### src/rtl/serial_addsub_ctrl_if.sv
// Start/operand request and result/status return bundle between the ALU
// sequencer (master) and the bit-serial add/sub controller (slave).
interface serial_addsub_ctrl_if #(
  parameter int WIDTH = 8
);
  logic             start;
  logic             op_sub;
  logic [WIDTH-1:0] a;
  logic [WIDTH-1:0] b;
  logic             busy;
  logic             done;
  logic [WIDTH-1:0] result;
  logic             cout;
  logic             ovf;

  modport master (
    output start, op_sub, a, b,
    input  busy, done, result, cout, ovf
  );

  modport slave (
    input  start, op_sub, a, b,
    output busy, done, result, cout, ovf
  );
endinterface

### src/rtl/serial_addsub_ctrl.sv
// Bit-serial add/subtract: one full-adder cell reused LSB-first over WIDTH cycles.
// Result in WIDTH cycles from the start edge; start is ignored while busy.
module serial_addsub_ctrl #(
  parameter int WIDTH = 8,
  parameter int CNT_W = 5
) (
  input  logic               clk,
  input  logic               reset,
  serial_addsub_ctrl_if.slave bus
);

  typedef enum logic [1:0] {
    S_IDLE = 2'd0,
    S_RUN  = 2'd1,
    S_DONE = 2'd2
  } state_t;

  state_t           state_q;
  logic [WIDTH-1:0] a_sr_q;
  logic [WIDTH-1:0] b_sr_q;
  // Only the upper WIDTH-1 partial-sum bits are kept; the newest bit joins at the MSB.
  logic [WIDTH-2:0] r_sr_q;
  logic             carry_q;
  logic [CNT_W-1:0] cnt_q;
  logic [WIDTH-1:0] result_q;
  logic             cout_q;
  logic             ovf_q;

  logic             sum_d;
  logic             carry_d;
  logic [WIDTH-1:0] r_full_d;
  logic             last_bit;

  assign sum_d    = a_sr_q[0] ^ b_sr_q[0] ^ carry_q;
  assign carry_d  = (a_sr_q[0] & b_sr_q[0]) | (a_sr_q[0] & carry_q) | (b_sr_q[0] & carry_q);
  assign r_full_d = {sum_d, r_sr_q};
  assign last_bit = (cnt_q == CNT_W'(WIDTH - 1));

  always_ff @(posedge clk or posedge reset) begin
    if (reset) begin
      state_q  <= S_IDLE;
      a_sr_q   <= '0;
      b_sr_q   <= '0;
      r_sr_q   <= '0;
      carry_q  <= 1'b0;
      cnt_q    <= '0;
      result_q <= '0;
      cout_q   <= 1'b0;
      ovf_q    <= 1'b0;
    end else begin
      case (state_q)
        S_IDLE: begin
          if (bus.start) begin
            // Subtract as a + ~b + 1: invert B and seed the carry with 1.
            a_sr_q  <= bus.a;
            b_sr_q  <= bus.op_sub ? ~bus.b : bus.b;
            carry_q <= bus.op_sub;
            cnt_q   <= '0;
            state_q <= S_RUN;
          end
        end
        S_RUN: begin
          a_sr_q  <= {1'b0, a_sr_q[WIDTH-1:1]};
          b_sr_q  <= {1'b0, b_sr_q[WIDTH-1:1]};
          r_sr_q  <= r_full_d[WIDTH-1:1];
          carry_q <= carry_d;
          cnt_q   <= cnt_q + CNT_W'(1);
          if (last_bit) begin
            result_q <= r_full_d;
            cout_q   <= carry_d;
            ovf_q    <= carry_q ^ carry_d;
            state_q  <= S_DONE;
          end
        end
        S_DONE: state_q <= S_IDLE;
        default: state_q <= S_IDLE;
      endcase
    end
  end

  assign bus.busy   = (state_q != S_IDLE);
  assign bus.done   = (state_q == S_DONE);
  assign bus.result = result_q;
  assign bus.cout   = cout_q;
  assign bus.ovf    = ovf_q;

endmodule

### src/flat_wrapper.sv
// flat-port wrapper written by rule: the top's interface ports become plain ports
module serial_addsub_ctrl_flat 
#(
  parameter int WIDTH = 8,
  parameter int CNT_W = 5
)
  (clk, reset, bus_start, bus_op_sub, bus_a, bus_b, bus_busy, bus_done, bus_result, bus_cout, bus_ovf);
  serial_addsub_ctrl_if #(.WIDTH(WIDTH)) bus_i ();
  input  logic clk;
  input  logic reset;
  input wire logic [$bits(bus_i.start)-1:0] bus_start;
  input wire logic [$bits(bus_i.op_sub)-1:0] bus_op_sub;
  input wire logic [$bits(bus_i.a)-1:0] bus_a;
  input wire logic [$bits(bus_i.b)-1:0] bus_b;
  output wire logic [$bits(bus_i.busy)-1:0] bus_busy;
  output wire logic [$bits(bus_i.done)-1:0] bus_done;
  output wire logic [$bits(bus_i.result)-1:0] bus_result;
  output wire logic [$bits(bus_i.cout)-1:0] bus_cout;
  output wire logic [$bits(bus_i.ovf)-1:0] bus_ovf;
  assign bus_i.start = bus_start;
  assign bus_i.op_sub = bus_op_sub;
  assign bus_i.a = bus_a;
  assign bus_i.b = bus_b;
  assign bus_busy = bus_i.busy;
  assign bus_done = bus_i.done;
  assign bus_result = bus_i.result;
  assign bus_cout = bus_i.cout;
  assign bus_ovf = bus_i.ovf;
  serial_addsub_ctrl #(.WIDTH(WIDTH), .CNT_W(CNT_W)) u_core (.clk(clk), .reset(reset), .bus(bus_i));
endmodule
### config.mk
export PLATFORM = sky130hd
export DESIGN_NAME = serial_addsub_ctrl_flat
export DESIGN_NICKNAME = d
export VERILOG_FILES = /design/src/rtl/serial_addsub_ctrl_if.sv /design/src/rtl/serial_addsub_ctrl.sv /design/src/flat_wrapper.sv
export SDC_FILE = /design/constraint.sdc
export NUM_CORES = 1
export LEC_CHECK = 0
export ABC_AREA = 1
export CAP_MARGIN = 0
export CORE_MARGIN = 2
export CORE_UTILIZATION = 60
export DETAILED_ROUTE_END_ITERATION = 16
export DONT_BUFFER_PORTS = 1
export GPL_TIMING_DRIVEN = 1
export PLACE_DENSITY = 0.76
export SYNTH_ARGS = -nofsm -noshare
export SYNTH_HDL_FRONTEND = slang
export SYNTH_SLANG_ARGS = --single-unit
### constraint.sdc
create_clock -name clk -period 3.9 [get_ports clk]
set_clock_uncertainty 0.15 [all_clocks]
set_input_delay 0 -clock clk [delete_from_list [all_inputs] [get_ports clk]]
set_output_delay 0 -clock clk [all_outputs]
set_load 0.01 [all_outputs]
# Word-level counts from Yosys, hierarchy flattened
# Cells that the tools add are included.
[word_totals] regBits=41 elab_cells=42 out_inout_bits=12 input_bits=20
[classes] bitwise=9 n_reduce_logical=6 add_sub_neg=1 n_eq_ne=5 n_mux=12
[op_table] op="$pmux W8 S2" count=2
[op_table] op="$mux W8" count=3
[op_table] op="$pmux W5 S2" count=1
[op_table] op="$not A8 Y8" count=1
[op_table] op="$reduce_and A2 Y1" count=3
[op_table] op="$add A5 B1 Y5 const B" count=1
[op_table] op="$eq A5 B3 Y1 const B" count=1
[op_table] op="$mux W5" count=1
[op_table] op="$mux W2" count=2
[op_table] op="$pmux W2 S2" count=1
[op_table] op="$reduce_bool A2 Y1" count=2
[op_table] op="$and A1 B1 Y1" count=3
[op_table] op="$xor A1 B1 Y1" count=3
[op_table] op="$eq A2 B1 Y1 const B" count=1
[op_table] op="$eq A2 B2 Y1 const B" count=1
[op_table] op="$logic_not A2 Y1" count=1
[op_table] op="$ne A2 B1 Y1 const B" count=1
[op_table] op="$ne A2 B2 Y1 const B" count=1
[op_table] op="$or A1 B1 Y1" count=2
[op_table] op="$pmux W1 S2" count=1
[op_table] op="$mux W1" count=1

# Logic depth before layout (Yosys ltp)
[depth] ltp_word=4 ltp_mapped=7

# Worst setup path after synthesis
# No wires, ideal clock.
[synth_timing] kind="flip-flop to flip-flop" from="reg u_core.carry_q" to="reg u_core.ovf_q (netlist: u_core.bus.ovf)" setup_time_ns=0.117 period_less_slack_ns=1.366 required_ns=3.633 path_buffers=0 path_stages_with_launch=6 arrival_ns=1.099 setup_slack_ns=2.534 path_cell_list="dfrtp_1 > fa_1 > nand2_1 > nand2_1 > nand3_1 > nand2_1"
[synth_between] elab_chain_cells=4 word_cells_on_any_way=5
[synth_rtl] element="start, declared" line="serial_addsub_ctrl.sv:23" rtl="logic carry_q;"
[synth_rtl] element="start signal, assigned" line="serial_addsub_ctrl.sv:57" rtl="carry_q <= bus.op_sub;"
[synth_rtl] element="start signal, assigned" line="serial_addsub_ctrl.sv:66" rtl="carry_q <= carry_d;"
[synth_rtl] element="$and A1 B1 Y1" line="serial_addsub_ctrl.sv:35" rtl="assign carry_d = (a_sr_q[0] & b_sr_q[0]) | (a_sr_q[0] & carry_q) | (b_sr_q[0] & carry_q);"
[synth_rtl] element="$or A1 B1 Y1" line="serial_addsub_ctrl.sv:35"
[synth_rtl] element="$or A1 B1 Y1 *" line="serial_addsub_ctrl.sv:35"
[synth_rtl] element="via u_core.carry_d" line="serial_addsub_ctrl.sv:30" rtl="logic carry_d;"
[synth_rtl] element="$xor A1 B1 Y1 *" line="serial_addsub_ctrl.sv:71" rtl="ovf_q <= carry_q ^ carry_d;"
[synth_rtl] element="end signal, assigned" line="serial_addsub_ctrl.sv:71"
[synth_rtl] element="end, declared" line="serial_addsub_ctrl.sv:27" rtl="logic ovf_q;"
# Mark *: on every way through the listed nets, which the timed path passes. The rest lies on a longest branch.
# A chain may end at the register's enable or synchronous reset.

# Worst setup path in the final report
[layout_timing] from="reg u_core.state_q[1]" to="reg u_core.a_sr_q[7]"
[layout_between] elab_chain_cells=3 word_cells_on_any_way=6
[layout_rtl] element="start, declared" line="serial_addsub_ctrl.sv:18" rtl="state_t state_q;"
[layout_rtl] element="start signal, assigned" line="serial_addsub_ctrl.sv:41" rtl="state_q <= S_IDLE;"
[layout_rtl] element="start signal, assigned" line="serial_addsub_ctrl.sv:59" rtl="state_q <= S_RUN;"
[layout_rtl] element="start signal, assigned" line="serial_addsub_ctrl.sv:72" rtl="state_q <= S_DONE;"
[layout_rtl] element="$eq A2 B1 Y1 / $logic_not A2 Y1 (equally long branches)" line="serial_addsub_ctrl.sv:51" rtl="case (state_q)"
[layout_rtl] element="$reduce_bool A2 Y1 (no line) / $ne A2 B2 Y1 (equally long branches)"
[layout_rtl] element="$reduce_and A2 Y1 (no line)"
[layout_rtl] element="end signal, assigned" line="serial_addsub_ctrl.sv:55" rtl="a_sr_q <= bus.a;"
[layout_rtl] element="end signal, assigned" line="serial_addsub_ctrl.sv:63" rtl="a_sr_q <= {1'b0, a_sr_q[WIDTH-1:1]};"
[layout_rtl] element="end, declared" line="serial_addsub_ctrl.sv:19" rtl="logic [WIDTH-1:0] a_sr_q;"
# Several ways; a longest one is shown, not always the timed one.

==> summary.md <==
| Metric | Value |
|---|---|
| Outcome | `completed` |
| CTS tree | `done` |
| Fin. Hold Viols | `0` |
| Max_slew headroom | `0.340` |
| Worst-path cell chain | `nor2_2 -> nand2_1 -> clkinv_2 -> nand2_1 -> dlygate4sd3_1 -> nand2_1` |
| CTS Buf Count | `5` |
| Ys Warns | `0` |
| Critical Path Start | `u_core.state_q[1]$_DFFE_PP0P_` |
| Final setup vio count | `0` |
| Clock power share | `0.169` |
| Peak VDD IR | `0.000368 V` |
| Synth Cell Area | `1970 um^2` |
| Vias in the first global route | `1610` |
| Switch Pwr | `622 uW` |
| Int Power | `918 uW` |
| Tot GR Track Use | `0.250` |
| First-pass GRT wire length | `6810 um` |
| H-tree Lvls | `2` |
| Worst Setup EP | `u_core.a_sr_q[7]$_DFFE_PP0P_` |
| Residual DRC | `0` |
| Placement Setup Slack | `1960 ps` |
| Nature of the critical path startpoint | `register` |
| Vias per inst | `5.38` |
| DR vias | `1694` |
| Post-CTS setup buffers | `0` |
| RSZ-0062 raised after global routing | `false` |
| Fraction of final layout cells with drive strength greater than 1 | `0.0480` |
| Hold Crit Class | `in2async` |
| FMAX | `0.506 GHz` |
| Row count | `20` |
| RR Startpoint | `u_core.state_q[1]$_DFFE_PP0P_` |
| Switching share of power | `0.404` |
| Synth Instances | `248` |
| Cell leakage power | `0.00119 uW` |
| Final Cycle Share | `0.506` |
| CP Class | `reg2reg` |
| Initial Util | `0.639` |
| Layout net count | `293` |
| Sequential area share after synthesis | `0.522` |
| Crit path buf inv count | `2` |
| Unique masters post-synth | `18` |
| Ant. Diodes | `0` |
| Die area | `3750 um^2` |
| Post_cts resized | `0` |
| Seq pwr share | `0.494` |
| Port Buf Inserts | `0` |
| Area occupied by multi-input gates | `791 um^2` |
| Die Wd | `61.2 um` |
| Final total power | `1540 uW` |
| Worst r2r path cells | `6` |
| RePlAce Congestion | `0.804` |
| Max-Cap Viols | `0` |
| Initial DRC Count | `161` |
| Final setup TNS | `0 ps` |
| TritonRoute pass-1 iters | `5` |
| Ports | `32` |
| Most used cell, CP | `nand2_1` |
| Final WL | `4070 um` |
| Max Slew Vio Count | `0` |
| Detail Placement HPWL | `2480 um` |
| Worst skew pair latency | `340 ps` |
| R2R Setup Slk | `1930 ps` |
| Slowest-stage cell, CP | `dlygate4sd3_1` |
| CTS max path bufs | `2` |
| Crit-path max FO | `10` |
| Core area | `3080 um^2` |
| Synth area leaders | `dfrtp_1 52%, nand2_1 19%, nand3_1 15%, inv_1 3.2%, buf_2 1.8%` |
| Mapped Nets | `270` |
| FF+latch area | `1030 um^2` |
| Tightest Pin Transition | `988 ps` |
| Levels on crit path | `6` |
| Critical Path RT | `4030 ps` |
| Crit path largest cell delay | `550 ps` |
| P per Cell Area | `671 nW/um^2` |
| FILL cells | `250` |
| Area after DPL | `1950 um^2` |
| Clock sink total | `41` |
| DR WL/cell | `12.9 um` |
| Hold-fix buffers, CTS | `27` |
| Design area | `2290 um^2` |
| Combinational Power Share | `0.336` |
| Area growth syn-to-layout | `16.7%` |
| Cell taking the most area after synthesis | `dfrtp_1` |
| Clock transition at path regs | `120 ps` |
| Initial antenna violation count | `0` |
| Crit path arrival time | `2110 ps` |
| CP Capture Type | `register` |
| Top delay family on crit path | `buffers and inverters` |
| FF+latch count, synth | `41` |
| Final ANT Viol Nets | `0` |
| Root Buffer | `clkbuf_4` |
| Synth Area per Inst | `7.93 um^2` |
| Post-synth top area share | `0.522` |
| Final setup margin | `1930 ps` |
| Largest net degree at the start of global routing | `42` |
| Min Tclk post-route | `1970 ps` |
| DIE HEIGHT | `61.2 um` |
| Total gr overflow | `0` |
| RR Endpoint | `u_core.a_sr_q[7]$_DFFE_PP0P_` |
-- placed cells by master (no fill, tap or decap), types with 2 or more instances in the layout --
| cell | n |
|---|---|
| clkbuf_4 | 5 |
| o21ai_0 | 4 |
| nor2_1 | 4 |
| nand4_1 | 2 |
| dlygate4sd3_1 | 27 |
| inv_1 | 17 |
| nand2_1 | 101 |
| clkinv_2 | 2 |
| dfrtp_1 | 41 |
| nand3_1 | 59 |
-- worst reg2reg max path, delay by kind of cell (launching register included) --
kind	cells	cell delay (ps)
simple gates	4	640
flops	1	440
buf+inv	2	690
-- registers in the layout, summed over array words and instances (netlist names) --
| name | cells |
|---|---|
| u_core.r_sr_q | 7 |
| u_core.a_sr_q | 8 |
| u_core.bus.result | 8 |
| u_core.state_q | 2 |
| u_core.bus.ovf | 1 |
| u_core.carry_q | 1 |
| u_core.bus.cout | 1 |
| u_core.cnt_q | 5 |
| u_core.b_sr_q | 8 |
-- power groups by stage --
stage	Sequential [uW]	Clock [uW]	Combinational [uW]
after floorplan	731	0	429
after global placement	765	0	463
after detailed placement	766	0	484
after CTS	760	266	517
after global routing	784	287	604
final	761	261	518
-- how the worst min path moves through the flow --
stage                     startpoint                                to  slack, ps
after floorplan             bus_a[7]      u_core.a_sr_q[7]$_DFFE_PP0P_        -40
after global placement         reset      u_core.r_sr_q[5]$_DFFE_PP0P_       -100
after detailed placement       reset       u_core.bus.cout$_DFFE_PP0P_       -110
after CTS                      reset  u_core.bus.result[5]$_DFFE_PP0P_         60
after global routing           reset     u_core.state_q[0]$_DFFE_PP0P_         80
final                          reset        u_core.bus.ovf$_DFFE_PP0P_         70
-- cell usage after synthesis --
master	count
buf_2	7
ha_1	1
xnor2_1	1
inv_1	17
clkinv_2	1
buf_4	4
nor2_4	1
fa_1	1
inv_2	1
nand2_1	101
nand3_2	1
nor2_2	1
dfrtp_1	41
buf_6	1
nor2_1	4
nand3_1	59
nand4_1	2
o21ai_0	4
-- per-layer routing --
layer | up-vias | global-route usage | part of all wire
met2 | 61 | 0.394 | 0.47
li1 | 837 | - | -
met4 | 0 | 0.0776 | 0.0093
met1 | 790 | 0.331 | 0.45
met5 | - | 0 | 0
met3 | 6 | 0.0798 | 0.072
-- layout make-up --
class / instances / share of cell area
Clock buffer: 5 / 0.0164
Clock inverter: 2 / 0.0153
Inverter: 19 / 0.0316
Multi-Input combinational cell: 176 / 0.345
Sequential cell: 41 / 0.447
Tap cell: 44 / 0.0240
Timing Repair Buffer: 28 / 0.121
-- cells by family (layout without fill, tap and decap cells) --
family / count (synthesis) / count (layout) / share of synthesized area
and+or+nand+nor: 169 / 169 / 0.371
DFF: 41 / 41 / 0.522
buffers and inverters: 31 / 54 / 0.0757
AOI/OAI and AO/OA: 4 / 4 / 0.0102
adders and majority gates: 2 / 2 / 0.0165
xor gates and xnor gates: 1 / 1 / 0.00446
-- stage by stage --
stage	util	hold WS, ps	std cells
5_1_grt	0.746	84.0	315
3_3_place_gp	0.634	-99.2	281
3_5_place_dp	0.634	-106	281
2_1_floorplan	-	-40.4	248
6_report	0.746	66.9	315
4_1_cts	0.746	62.3	315
Note: power is estimated with default switching activity, not from simulation.
